## src/rtl/mod_tick_counter_if.sv

```systemverilog
// mod_tick_counter_if: control inputs and count/status outputs of one tick counter stage.
interface mod_tick_counter_if #(
    parameter int WIDTH  = 8,
    parameter int DIGITS = 2
);
    logic                clr;
    logic                en;
    logic                tick;
    logic                dir;
    logic                load;
    logic [WIDTH-1:0]    load_val;
    logic [WIDTH-1:0]    count;
    logic [4*DIGITS-1:0] bcd;
    logic                bcd_valid;
    logic                busy;
    logic                carry;
    logic                borrow;
    logic                load_err;
    logic                tick_lost;

    modport master (
        output clr, en, tick, dir, load, load_val,
        input  count, bcd, bcd_valid, busy, carry, borrow, load_err, tick_lost
    );

    modport slave (
        input  clr, en, tick, dir, load, load_val,
        output count, bcd, bcd_valid, busy, carry, borrow, load_err, tick_lost
    );
endinterface

```

## src/rtl/mod_tick_counter.sv

```systemverilog
// mod_tick_counter: modulo-MODULUS up/down tick counter with a live BCD copy,
// double-dabble conversion on load, and registered carry/borrow pulses.
module mod_tick_counter #(
    parameter int MODULUS = 100,
    parameter int WIDTH   = 8,
    parameter int DIGITS  = 2
) (
    input logic               clk,
    input logic               rst_n,
    mod_tick_counter_if.slave tc
);
    localparam int BW = 4 * DIGITS;
    localparam int SW = $clog2(WIDTH + 1);
    localparam logic [WIDTH-1:0] CNT_MAX = WIDTH'(MODULUS - 1);
    localparam logic [WIDTH:0]   MOD_W   = (WIDTH + 1)'(MODULUS);
    localparam logic [SW-1:0]    LAST    = SW'(WIDTH - 1);

    function automatic logic [BW-1:0] to_bcd(input int v);
        logic [BW-1:0] r;
        r = '0;
        for (int i = 0; i < DIGITS; i++) r[4*i +: 4] = 4'((v / (10 ** i)) % 10);
        return r;
    endfunction

    localparam logic [BW-1:0] BCD_MAX = to_bcd(MODULUS - 1);

    typedef enum logic {S_IDLE, S_CONV} state_t;

    state_t           r_state, w_next;
    logic [WIDTH-1:0] r_count, r_dd_bin;
    logic [BW-1:0]    r_bcd, r_dd_bcd;
    logic [SW-1:0]    r_step;
    logic             r_carry, r_borrow, r_load_err, r_tick_lost;
    logic [BW-1:0]    w_dd_adj, w_dd_next, w_bcd_inc, w_bcd_dec;
    logic             w_ci, w_bi, w_load_ok, w_done, w_at_max, w_at_zero;

    assign w_load_ok = tc.load && ({1'b0, tc.load_val} < MOD_W);
    assign w_done    = (r_state == S_CONV) && (r_step == LAST);
    assign w_at_max  = r_count == CNT_MAX;
    assign w_at_zero = r_count == '0;

    // One double-dabble step: add 3 to digits >= 5, then shift in the next binary bit.
    always_comb begin
        w_dd_adj = r_dd_bcd;
        for (int i = 0; i < DIGITS; i++)
            if (w_dd_adj[4*i +: 4] >= 4'd5) w_dd_adj[4*i +: 4] = w_dd_adj[4*i +: 4] + 4'd3;
        w_dd_next = {w_dd_adj[BW-2:0], r_dd_bin[WIDTH-1]};
    end

    always_comb begin
        w_bcd_inc = r_bcd;
        w_bcd_dec = r_bcd;
        w_ci      = 1'b1;
        w_bi      = 1'b1;
        for (int i = 0; i < DIGITS; i++) begin
            if (w_ci) begin
                w_ci = w_bcd_inc[4*i +: 4] == 4'd9;
                w_bcd_inc[4*i +: 4] = w_ci ? 4'd0 : w_bcd_inc[4*i +: 4] + 4'd1;
            end
            if (w_bi) begin
                w_bi = w_bcd_dec[4*i +: 4] == 4'd0;
                w_bcd_dec[4*i +: 4] = w_bi ? 4'd9 : w_bcd_dec[4*i +: 4] - 4'd1;
            end
        end
    end

    always_comb begin
        w_next = r_state;
        if (tc.clr) w_next = S_IDLE;
        else if (w_load_ok) w_next = S_CONV;
        else if (w_done) w_next = S_IDLE;
    end

    always_ff @(posedge clk or negedge rst_n)
        if (!rst_n) r_state <= S_IDLE;
        else r_state <= w_next;

    always_ff @(posedge clk or negedge rst_n) begin
        if (!rst_n) begin
            r_count     <= '0;
            r_bcd       <= '0;
            r_dd_bin    <= '0;
            r_dd_bcd    <= '0;
            r_step      <= '0;
            r_carry     <= 1'b0;
            r_borrow    <= 1'b0;
            r_load_err  <= 1'b0;
            r_tick_lost <= 1'b0;
        end else begin
            r_carry     <= 1'b0;
            r_borrow    <= 1'b0;
            r_load_err  <= 1'b0;
            r_tick_lost <= 1'b0;
            if (r_state == S_CONV) begin
                r_dd_bcd <= w_dd_next;
                r_dd_bin <= r_dd_bin << 1;
                r_step   <= r_step + 1'b1;
            end
            if (w_done) r_bcd <= w_dd_next;
            if (tc.clr) begin
                r_count <= '0;
                r_bcd   <= '0;
            end else if (tc.load) begin
                if (w_load_ok) begin
                    r_count  <= tc.load_val;
                    r_dd_bin <= tc.load_val;
                    r_dd_bcd <= '0;
                    r_step   <= '0;
                end else r_load_err <= 1'b1;
            end else if (tc.tick && tc.en) begin
                if (r_state == S_CONV) r_tick_lost <= 1'b1;
                else if (!tc.dir) begin
                    r_count <= w_at_max ? '0 : r_count + 1'b1;
                    r_bcd   <= w_at_max ? '0 : w_bcd_inc;
                    r_carry <= w_at_max;
                end else begin
                    r_count  <= w_at_zero ? CNT_MAX : r_count - 1'b1;
                    r_bcd    <= w_at_zero ? BCD_MAX : w_bcd_dec;
                    r_borrow <= w_at_zero;
                end
            end
        end
    end

    assign tc.count     = r_count;
    assign tc.bcd       = r_bcd;
    assign tc.busy      = r_state == S_CONV;
    assign tc.bcd_valid = r_state == S_IDLE;
    assign tc.carry     = r_carry;
    assign tc.borrow    = r_borrow;
    assign tc.load_err  = r_load_err;
    assign tc.tick_lost = r_tick_lost;
endmodule

```

## src/flat_wrapper.sv

```systemverilog
// flat-port wrapper written by rule: the top's interface ports become plain ports
module mod_tick_counter_flat 
#(
    parameter int MODULUS = 100,
    parameter int WIDTH   = 8,
    parameter int DIGITS  = 2
)
  (clk, rst_n, tc_clr, tc_en, tc_tick, tc_dir, tc_load, tc_load_val, tc_count, tc_bcd, tc_bcd_valid, tc_busy, tc_carry, tc_borrow, tc_load_err, tc_tick_lost);
  mod_tick_counter_if #(.WIDTH(WIDTH), .DIGITS(DIGITS)) tc_i ();
  input logic clk;
  input logic rst_n;
  input wire logic [$bits(tc_i.clr)-1:0] tc_clr;
  input wire logic [$bits(tc_i.en)-1:0] tc_en;
  input wire logic [$bits(tc_i.tick)-1:0] tc_tick;
  input wire logic [$bits(tc_i.dir)-1:0] tc_dir;
  input wire logic [$bits(tc_i.load)-1:0] tc_load;
  input wire logic [$bits(tc_i.load_val)-1:0] tc_load_val;
  output wire logic [$bits(tc_i.count)-1:0] tc_count;
  output wire logic [$bits(tc_i.bcd)-1:0] tc_bcd;
  output wire logic [$bits(tc_i.bcd_valid)-1:0] tc_bcd_valid;
  output wire logic [$bits(tc_i.busy)-1:0] tc_busy;
  output wire logic [$bits(tc_i.carry)-1:0] tc_carry;
  output wire logic [$bits(tc_i.borrow)-1:0] tc_borrow;
  output wire logic [$bits(tc_i.load_err)-1:0] tc_load_err;
  output wire logic [$bits(tc_i.tick_lost)-1:0] tc_tick_lost;
  assign tc_i.clr = tc_clr;
  assign tc_i.en = tc_en;
  assign tc_i.tick = tc_tick;
  assign tc_i.dir = tc_dir;
  assign tc_i.load = tc_load;
  assign tc_i.load_val = tc_load_val;
  assign tc_count = tc_i.count;
  assign tc_bcd = tc_i.bcd;
  assign tc_bcd_valid = tc_i.bcd_valid;
  assign tc_busy = tc_i.busy;
  assign tc_carry = tc_i.carry;
  assign tc_borrow = tc_i.borrow;
  assign tc_load_err = tc_i.load_err;
  assign tc_tick_lost = tc_i.tick_lost;
  mod_tick_counter #(.MODULUS(MODULUS), .WIDTH(WIDTH), .DIGITS(DIGITS)) u_core (.clk(clk), .rst_n(rst_n), .tc(tc_i));
endmodule
```

## config.mk

```make
export PLATFORM = sky130hd
export DESIGN_NAME = mod_tick_counter_flat
export DESIGN_NICKNAME = d
export VERILOG_FILES = /design/src/rtl/mod_tick_counter_if.sv /design/src/rtl/mod_tick_counter.sv /design/src/flat_wrapper.sv
export SDC_FILE = /design/constraint.sdc
export NUM_CORES = 1
export LEC_CHECK = 0
export CAP_MARGIN = 20
export CELL_PAD_IN_SITES_DETAIL_PLACEMENT = 1
export CELL_PAD_IN_SITES_GLOBAL_PLACEMENT = 1
export CORE_UTILIZATION = 38
export DETAILED_ROUTE_END_ITERATION = 8
export HOLD_SLACK_MARGIN = 0.02
export PLACE_DENSITY_LB_ADDON = 0.2
export SYNTH_ARGS = -nofsm -noshare
export SYNTH_HDL_FRONTEND = slang
export SYNTH_SLANG_ARGS = --single-unit
```

## constraint.sdc

```tcl
create_clock -name clk -period 2 [get_ports clk]
set_clock_uncertainty 0.1 [all_clocks]
set_input_delay 0.4 -clock clk [delete_from_list [all_inputs] [get_ports clk]]
set_output_delay 0.4 -clock clk [all_outputs]
set_load 0.02 [all_outputs]
```

==> metrics.yaml, run 1 <==
clocking:
  cts_sinks: 41
  cts_tree: "done"
  clk-insertion-delay-late_ns: 0.31
  path_clk_slew_ns: 0.09
  ctsHtreeMaxLevel: 2
  clockBufferDepth: 2
  cts_root_buffer: "clkbuf_8"
  numCtsBuffers: 5
critical_path:
  rr_endpoint: "u_core.tc.bcd[6]"
  crit_path_max_fanout: 7
  cp.arrival_ns: 2.11
  criticalPathCategory: "reg2reg"
  ff2ff_path_depth: 7
  timing.rr.start: "u_core.tc.count[1]"
  required_ns: 2.07
  r2r_slack_ns: -0.03
  startpoint_type: "flip-flop"
  end_kind: "flip-flop"
global_routing:
  antenna_found_initial: 0
  grt_max_degree: 29
  first_global_vias: 3063
  grt_pass1_wl_mm: 16.0
  grt-ovfl-total: 0
  grt_usage: 0.246
place:
  portBuffers: 36
  place_hpwl_mm: 7.41
  gp_routability_congestion: 0.938
  dp.cells: 517
detailed_routing:
  vias_per_cell: 5.66
  vias: 3036
  postRouteAntennaNets: 0
  drtPass1Iterations: 4
  wl_per_cell_um: 19.1
  drt_iter0_markers: 113
  routed_wl_mm: 10.3
  route.detailed.drc: 0
timing:
  fin_tns_setup_ns: -0.0506
  period_minus_slack_ns: 2.03
  worst_slack_ns: -0.0336
  fmax_mhz: 492
  setup_viol: 2
  post-route-period-util: 1.02
  relSlewSlack: 0.722
  hold_viol: 0
  rsz0062_at_grt: "true"
  worst_pin_slew_ns: 0.415
  drv_slew: 0
run:
  max-cap-violations: 0
yosys:
  yosys.area.top_type: "dfrtp_1"
  ys_types: 60
  synth_area_um2: 2950
  ys_ff_latch: 41
  synth_ff_type: "dfrtp_1"
  avgSynthCellArea_um2: 8.79
  synth_warnings: 0
  yosysTopAreaCellShare: 0.347
  synthCells: 336
  synth_fp_nets: 366
  synth_edf_count: 0
  synthTopCellsByArea: "dfrtp_1 35%, mux2i_1 7.1%, ha_1 6.4%"
  yosysSeqAreaShare: 0.347
  synthArstFlopShare: 1.00
final_layout:
  area_delta_synth_final_pct: 43.2
  antenna_cells: 0
  fin_nets: 466
  multi_input_area_um2: 1910
  final_core_util: 0.574
  fillers: 873
  ff_latch_area_um2: 1030
  final_cells: 536
  drive_gt1_frac: 0.286
die:
  dieHeight_um: 90.2
  top_level_ports: 37
  dieArea_um2: 8130
  die_width_um: 90.2
  initial_core_util: 0.401
  rows: 31
  core_um2: 7370
status:
  violations: "setup timing"
  status: "complete, but fails checks"
pwr:
  ir_drop_mv: 0.618
  total_leakage_power_nw: 1.94
  total_power_mw: 3.41
  pwr_density_cell_nw_per_um2: 807
hold_path:
  hold_path_class: "in2async"
==> cell usage in the layout, fill, tap and decap left out, types with 3 or more instances in the layout <==
cell | synthesis | routed
a21oi_1 | 20 | 17
a21oi_2 | 0 | 3
a31oi_1 | 5 | 5
and3_1 | 5 | 4
buf_4 | 0 | 71
buf_6 | 2 | 4
clkbuf_8 | 0 | 5
clkdlybuf4s50_1 | 0 | 22
dfrtp_1 | 41 | 36
dfrtp_2 | 0 | 5
dlygate4sd2_1 | 0 | 10
dlymetal6s2s_1 | 0 | 3
ha_1 | 15 | 13
inv_1 | 19 | 17
mux2i_1 | 21 | 20
nand2_1 | 31 | 29
nand2b_1 | 4 | 4
nand3_1 | 12 | 11
nand4_1 | 4 | 4
nor2_1 | 23 | 23
nor2b_1 | 4 | 4
nor3_1 | 7 | 7
nor4_1 | 5 | 4
o211ai_1 | 4 | 4
o21ai_0 | 22 | 21
o21ai_1 | 2 | 3
o21bai_1 | 4 | 4
o31ai_1 | 5 | 5
xnor2_1 | 6 | 6
xor2_1 | 6 | 6
==> power breakdown <==
| part | switching [mW] | internal, mW |
|---|---|---|
| Clock | 0.324 | 0.496 |
| Sequential | 0.185 | 1.00 |
| Combinational | 0.745 | 0.657 |
| Total | 1.25 | 2.16 |
==> how the worst max path moves through the flow <==
stage,startpoint,to,slack [ns],cells past startpoint
after floorplan,u_core.tc.count[3],u_core.tc.bcd[5],0.01,6
after global placement,tc_load_val[4],u_core.tc.count[3],-0.18,7
after detailed placement,tc_load,u_core.tc.bcd[5],-0.22,7
after CTS,u_core.tc.bcd[4],tc_bcd[4],0.001,2
after global routing,u_core.tc.bcd[3],u_core.tc.bcd[6],-0.1,5
final,u_core.tc.count[1],u_core.tc.bcd[6],-0.03,7
==> per-layer routing <==
layer | vias up | wire length [um] | global-route usage
met5 | - | 0 | 0
met4 | 0 | 140 | 0.0645
met3 | 13 | 340 | 0.0313
met2 | 58 | 5000 | 0.408
met1 | 1538 | 4770 | 0.338
li1 | 1427 | - | -
==> logic make-up (layout without fill, tap and decap cells) <==
family / after synthesis / count (layout) / share of synthesized area
fa+ha+maj: 15 / 15 / 0.0636
compound gates: 98 / 98 / 0.231
buf+inv: 39 / 140 / 0.0581
xor+xnor: 12 / 12 / 0.0356
simple gates: 110 / 110 / 0.194
mux: 21 / 21 / 0.0712
flops: 41 / 41 / 0.347
==> worst max-delay path: stages (launching register included) <==
cell and delay [ns]:
dfrtp_2 0.44, buf_6 0.13, ha_4 0.15, and3_4 0.17
a22oi_2 0.31, o2111ai_4 0.23, a21bo_1 0.27, o211ai_2 0.09
==> cell usage after synthesis, drive strengths merged, types with 3 or more instances <==
master,n
and3,5
o21ai,24
inv,19
mux2i,21
nand2,31
nor2b,4
a41oi,3
nor3,7
o211ai,5
xor2,6
a31oi,5
o31ai,5
nand4,4
buf,12
nor4,6
nand3,12
xnor2,6
nor3b,4
nor2,23
a211oi,4
a21oi,20
clkbuf,8
nand2b,4
ha,15
o21bai,4
dfrtp,41
==> flip-flops by register name (all words and copies together), names as in the netlist <==
name and cells:
u_core.r_dd_bcd 8, u_core.r_dd_bin 8, u_core.tc.bcd 8, u_core.tc.count 8, u_core.r_step 4, u_core.tc.borrow 1, u_core.tc.busy 1, u_core.tc.carry 1
u_core.tc.load_err 1, u_core.tc.tick_lost 1
==> layout make-up <==
type | count | area share
tap | 99 | 0.0293
sequential | 41 | 0.244
clock buffer | 5 | 0.0163
clock inverter | 3 | 0.0154
inverter | 19 | 0.0169
multi-input combinational | 256 | 0.451
timing repair buffer | 113 | 0.227
==> what timing repair did <==
action                                  CTS  global route
pin swaps                                 5             7
endpoints found under the hold margin    13             0
cloned                                    0             0
endpoints found under the setup margin   22            19
gates resized for setup                  24            29
hold buffers                              1             0
buffers inserted                          3             7
==> per-stage QoR <==
step | area (um^2) | hold slack [ns] | setup slack, ns
after floorplan | 2960 | 0.00441 | 0.0106
after global placement | 3840 | 0.233 | -0.179
after detailed placement | 3840 | 0.234 | -0.221
after CTS | 4050 | 0.441 | 0.00110
after global routing | 4230 | 0.473 | -0.0981
final | 4230 | 0.431 | -0.0336
No activity file was read; power rests on OpenSTA's default activity.
==> run 2, diff against run 1 <==
Settings changed: CORE_UTILIZATION 38 to 44, DONT_BUFFER_PORTS from default to 1.
==> metrics.yaml, run 2 (synthesis gave the netlist of run 1 again) <==
critical_path:
  end_kind: "flip-flop"  # unchanged
  ff2ff_path_depth: 7  # unchanged
  required_ns: 2.14  # was 2.07 ns
  crit_path_max_fanout: 4  # was 7
  slowest_stage: "dfrtp_2"  # unchanged
  cp.arrival_ns: 2.05  # was 2.11 ns
  critPathBufInv: 1  # unchanged
  cp.depth: 7  # unchanged
  crit_chain: "ha_1 -> buf_4 -> xor2_1 -> o21ai_1 -> a221o_1 -> a211oi_1 -> a21o_1"  # was buf_6 -> ha_4 -> and3_4 -> a22oi_2 -> o2111ai_4 -> a21bo_1 -> o211ai_2
  cpPeakStageDelay_ns: 0.45  # was 0.44 ns
  criticalPathCategory: "reg2reg"  # unchanged
  crit_family: "compound AO/OA/AOI/OAI gates"  # unchanged
  startpoint_type: "flip-flop"  # unchanged
pwr:
  total_power_mw: 3.11  # was 3.41 mW
  pwr_density_cell_nw_per_um2: 881  # was 807 nW/um^2
  ir_drop_mv: 0.520  # was 0.618 mV
  total_leakage_power_nw: 1.55  # was 1.94 nW
timing:
  whs_ns: 0.0547  # was 0.431 ns
  hold_viol: 0  # unchanged
  post-route-period-util: 0.954  # was 1.02
  worst_pin_slew_ns: 0.428  # was 0.415 ns
  period_minus_slack_ns: 1.91  # was 2.03 ns
  fmax_mhz: 524  # was 492 MHz
  setup_viol: 0  # was 2
  relSlewSlack: 0.715  # was 0.722
  drv_slew: 0  # unchanged
  fin_tns_setup_ns: 0  # was -0.0506 ns
clocking:
  ctsHtreeMaxLevel: 2  # unchanged
  clk-insertion-delay-late_ns: 0.30  # was 0.31 ns
  cts_tree: "done"  # unchanged
  numCtsBuffers: 5  # unchanged
  cts_sinks: 41  # unchanged
  cts_root_buffer: "clkbuf_8"  # unchanged
  clockBufferDepth: 2  # unchanged
  path_clk_slew_ns: 0.09  # about the same
final_layout:
  area_delta_synth_final_pct: 19.6  # was 43.2%
  final_core_util: 0.550  # was 0.574
  fin_nets: 398  # was 466
  fillers: 745  # was 873
  layout_commonest_cell: "buf_4"  # unchanged
  antenna_cells: 0  # unchanged
  drive_gt1_frac: 0.233  # was 0.286
  most-common-layout-cells: "41 x buf_4, 34 x dfrtp_1, 30 x nand2_1, 23 x nor2_1, 22 x o21ai_0"  # was 71 x buf_4, 36 x dfrtp_1, 29 x nand2_1, 23 x nor2_1, 22 x clkdlybuf4s50_1
die:
  rows: 29  # was 31
  die_width_um: 83.9  # was 90.2 um
  dieHeight_um: 83.9  # was 90.2 um
  dieArea_um2: 7040  # was 8130 um^2
  initial_core_util: 0.460  # was 0.401
  core_um2: 6420  # was 7370 um^2
  top_level_ports: 37  # unchanged
place:
  place_hpwl_mm: 6.44  # was 7.41 mm
  gp_routability_congestion: 0.866  # was 0.938
  portBuffers: 0  # was 36
detailed_routing:
  drt_iter0_markers: 164  # was 113
  wl_per_cell_um: 20.0  # was 19.1 um
  route.detailed.drc: 4  # was 0
  drtPass1Iterations: 6  # was 4
  postRouteAntennaNets: 0  # unchanged
  vias: 2780  # was 3036
  vias_per_cell: 6.23  # was 5.66
  routed_wl_mm: 8.91  # was 10.3 mm
status:
  violations: "DRC"  # was setup timing
  status: "complete, but fails checks"  # unchanged
global_routing:
  grt_usage: 0.271  # was 0.246
  grt-ovfl-total: 0  # unchanged
  antenna_found_initial: 0  # unchanged
  grt_max_degree: 42  # was 29
  first_global_vias: 2877  # was 3063
  grt_pass1_wl_mm: 15.1  # was 16.0 mm
hold_path:
  min_path_cells: 1
  hold_path_class: "in2reg"  # was in2async
run:
  max-cap-violations: 0  # unchanged
[run 2: what timing repair did]
item | 4_1_cts | 5_1_grt
resized for setup | 2 | 25
setup buffers | 2 | 1
pin swaps | 0 | 8
setup endpoints to repair | 2 | 10
hold buffers | 2 | 0
endpoints found under the hold margin | 41 | 0
[run 2: layout make-up]
type	instances	area, um^2	share of cell area
clock buffers	6	82.6	0.0234
clock inverters	2	37.5	0.0106
inverters	19	71.3	0.0202
multi-input cells	256	1830	0.519
flip-flops and latches	41	1030	0.293
well taps	77	96.3	0.0273
repair buffers	45	377	0.107
[run 2: metrics by stage]
step,instances,setup slack (ns),area (um^2)
2_1_floorplan,336,0.0106,2960
3_3_place_gp,433,0.00428,3270
3_5_place_dp,433,-0.0275,3270
4_1_cts,445,0.0285,3440
5_1_grt,446,-0.0170,3530
6_report,446,0.0926,3530
[run 2: final timing paths]
check	slack [ns]	endpoint	startpoint
min	0.05	u_core.tc.bcd[3]	tc_clr
max	0.09	u_core.tc.count[2]	u_core.tc.count[0]
max in group asynchronous	1.08	u_core.tc.bcd[4]	rst_n
min reg2reg	0.44	u_core.r_dd_bin[7]	u_core.r_dd_bin[6]
max reg2reg	0.09	u_core.tc.count[2]	u_core.tc.count[0]
min in group asynchronous	0.51	u_core.tc.count[4]	rst_n
[run 2: power by group]
group / total [mW] / switching, mW / internal [mW]
clock: 0.729 / 0.322 / 0.406
combinational: 1.20 / 0.668 / 0.533
sequential: 1.18 / 0.175 / 1.01
[run 2: worst reg2reg max path, stage by stage (launching register included)]
cell	delay (ns)
dfrtp_2	0.45
ha_1	0.23
buf_4	0.15
xor2_1	0.12
o21ai_1	0.10
a221o_1	0.35
a211oi_1	0.23
a21o_1	0.12
[run 2: routing by layer]
layer | GRT usage | routed length, um | vias up
met2 | 0.430 | 4280 | 89
met1 | 0.368 | 4010 | 1395
met4 | 0.0643 | 66 | 0
li1 | - | - | 1289
met5 | 0 | 0 | -
met3 | 0.0712 | 552 | 7
==> run 3, diff against run 2 <==
Settings changed: CORE_UTILIZATION 44 to 25.
==> metrics.yaml, run 3 (synthesis gave the netlist of run 1 again) <==
critical_path:
  slowest_stage: "dfrtp_2"  # unchanged
  crit_chain: "ha_1 -> and3_2 -> a22oi_2 -> o2111ai_4 -> or2_2 -> o211ai_2"  # was ha_1 -> buf_4 -> xor2_1 -> o21ai_1 -> a221o_1 -> a211oi_1 -> a21o_1
  r2r_slack_ns: 0.09  # about the same
  criticalPathCategory: "reg2reg"  # unchanged
  startpoint_type: "flip-flop"  # unchanged
  crit_family: "simple AND/OR/NAND/NOR gates"  # was compound AO/OA/AOI/OAI gates
  required_ns: 2.11  # was 2.14 ns
  cpPeakStageDelay_ns: 0.42  # was 0.45 ns
  end_kind: "flip-flop"  # unchanged
  critPathBufInv: 0  # was 1
  cp.arrival_ns: 2.02  # was 2.05 ns
  crit_path_max_fanout: 8  # was 4
detailed_routing:
  postRouteAntennaNets: 0  # unchanged
  routed_wl_mm: 9.22  # was 8.91 mm
  wl_per_cell_um: 18.0  # was 20.0 um
  drt_iter0_markers: 47  # was 164
  vias_per_cell: 5.16  # was 6.23
  drtPass1Iterations: 4  # was 6
  route.detailed.drc: 0  # was 4
  vias: 2646  # was 2780
place:
  place_hpwl_mm: 7.02  # was 6.44 mm
  dpl_cell_area_um2: 3380  # was 3270 um^2
  post-place-ws_ns: -0.0141  # was -0.0275 ns
  gp_routability_congestion: 0.824  # was 0.866
  portBuffers: 0  # unchanged
final_layout:
  area_delta_synth_final_pct: 23.4  # was 19.6%
  most-common-layout-cells: "42 x buf_4, 38 x dfrtp_1, 30 x nand2_1, 23 x nor2_1, 22 x o21ai_0"  # was 41 x buf_4, 34 x dfrtp_1, 30 x nand2_1, 23 x nor2_1, 22 x o21ai_0
  final_core_util: 0.318  # was 0.550
  layout_commonest_cell: "buf_4"  # unchanged
  antenna_cells: 0  # unchanged
  fin_nets: 399  # was 398
  fin_area_um2: 3640  # was 3530 um^2
  drive_gt1_frac: 0.205  # was 0.233
  fillers: 1315  # was 745
pwr:
  swShare: 0.353  # was 0.375
  total_leakage_power_nw: 1.59  # was 1.55 nW
  total_power_mw: 3.28  # was 3.11 mW
  internal_power_mw: 2.13  # was 1.95 mW
  ir_drop_mv: 0.343  # was 0.520 mV
  pwr_density_cell_nw_per_um2: 901  # was 881 nW/um^2
  p_clk_frac: 0.289  # was 0.234
  switchingPower_mw: 1.16  # was 1.17 mW
  comb_power_share: 0.354  # was 0.386
  pwr-share-seq: 0.356  # was 0.380
global_routing:
  grt_usage: 0.156  # was 0.271
  grt-ovfl-total: 0  # unchanged
  antenna_found_initial: 0  # unchanged
  grt_max_degree: 42  # unchanged
  first_global_vias: 2849  # was 2877
  grt_pass1_wl_mm: 15.6  # was 15.1 mm
timing:
  rsz0062_at_grt: "false"
  worst_pin_slew_ns: 0.477  # was 0.428 ns
  hold_viol: 0  # unchanged
  worst_slack_ns: 0.0879  # was 0.0926 ns
  period_minus_slack_ns: 1.91  # about the same
  post-route-period-util: 0.956  # was 0.954
  drv_slew: 0  # unchanged
  fmax_mhz: 523  # was 524 MHz
  relSlewSlack: 0.681  # was 0.715
  setup_viol: 0  # unchanged
clocking:
  numCtsBuffers: 5  # unchanged
  cts_root_buffer: "clkbuf_16"  # was clkbuf_8
  path_clk_slew_ns: 0.07  # was 0.09 ns
  clk-insertion-delay-late_ns: 0.29  # was 0.30 ns
  cts_sinks: 41  # unchanged
  clockBufferDepth: 2  # unchanged
  ctsHtreeMaxLevel: 2  # unchanged
  cts_tree: "done"  # unchanged
die:
  dieArea_um2: 12300  # was 7040 um^2
  dieHeight_um: 111  # was 83.9 um
  rows: 39  # was 29
  top_level_ports: 37  # unchanged
  die_width_um: 111  # was 83.9 um
  core_um2: 11500  # was 6420 um^2
  initial_core_util: 0.258  # was 0.460
run:
  max-cap-violations: 0  # unchanged
status:
  status: "finished, final reports clean"  # was complete, but fails checks
hold_path:
  hold_path_class: "in2reg"  # unchanged
[run 3: changes by cell type in the layout (fill, tap and decap cells not counted), sizes merged]
cell / change
buf: +1
clkbuf: -1
clkinv: +1
[run 3: worst reg2reg max path: cells and delay by family, from the launching register on]
kind | cells | cell delay (ns)
AO/OA/AOI/OAI | 3 | 0.52
AND/OR/NAND/NOR | 2 | 0.56
adder cells (fa/ha/maj) | 1 | 0.22
flip-flops | 1 | 0.42
[run 3: power groups by stage]
stage,registers (mW),clock network [mW],logic (mW)
2_1_floorplan,1.18,0,0.724
3_3_place_gp,1.18,0,1.10
3_5_place_dp,1.19,0,1.12
4_1_cts,1.17,0.985,1.17
5_1_grt,1.20,1.01,1.31
6_report,1.17,0.950,1.16
[run 3: path summary, 6_finish.rpt]
kind                                    startpoint                 end  depth (start not counted)
worst max-delay path            u_core.tc.count[0]    u_core.tc.bcd[6]                          6
worst min-delay path                        tc_clr    u_core.tc.bcd[2]                          1
worst max register to register  u_core.tc.count[0]    u_core.tc.bcd[6]                          6
worst min register to register  u_core.r_dd_bcd[5]  u_core.r_dd_bcd[5]                          2
max in group asynchronous                    rst_n  u_core.tc.count[1]                          2
min in group asynchronous                    rst_n     u_core.tc.carry                          2
[run 3: timing repair]
item / CTS / global route
hold buffers: 2 / 0
pin swaps: 0 / 3
hold endpoints to repair: 41 / 0
setup buffers: 1 / 0
setup endpoints to repair: 2 / 9
gates resized for setup: 2 / 9
[run 3: stage by stage]
| stage | instances | TNS, ns | hold WS, ns |
|---|---|---|---|
| global placement | 502 | 0 | 0.00670 |
| detailed placement | 502 | -0.0213 | 0.00732 |
| finish | 513 | 0 | 0.0764 |
| global route | 513 | 0 | 0.0671 |
| floorplan | 336 | 0 | 0.00441 |
| CTS | 513 | 0 | 0.0663 |
[run 3: layout make-up]
| cell class | instances | area (um^2) | share of cell area |
|---|---|---|---|
| multi-input cells | 256 | 1800 | 0.494 |
| flip-flops and latches | 41 | 1030 | 0.283 |
| repair buffers | 46 | 393 | 0.108 |
| well taps | 143 | 179 | 0.0491 |
| clock buffers | 5 | 125 | 0.0343 |
| inverters | 19 | 71.3 | 0.0196 |
| clock inverters | 3 | 46.3 | 0.0127 |
[run 3: routing by layer]
layer	up-vias	share of wire	global-route usage
li1	1296	-	-
met1	1322	0.48	0.208
met2	22	0.48	0.258
met3	6	0.035	0.0328
met4	0	0.0089	0.0373
met5	-	0	0
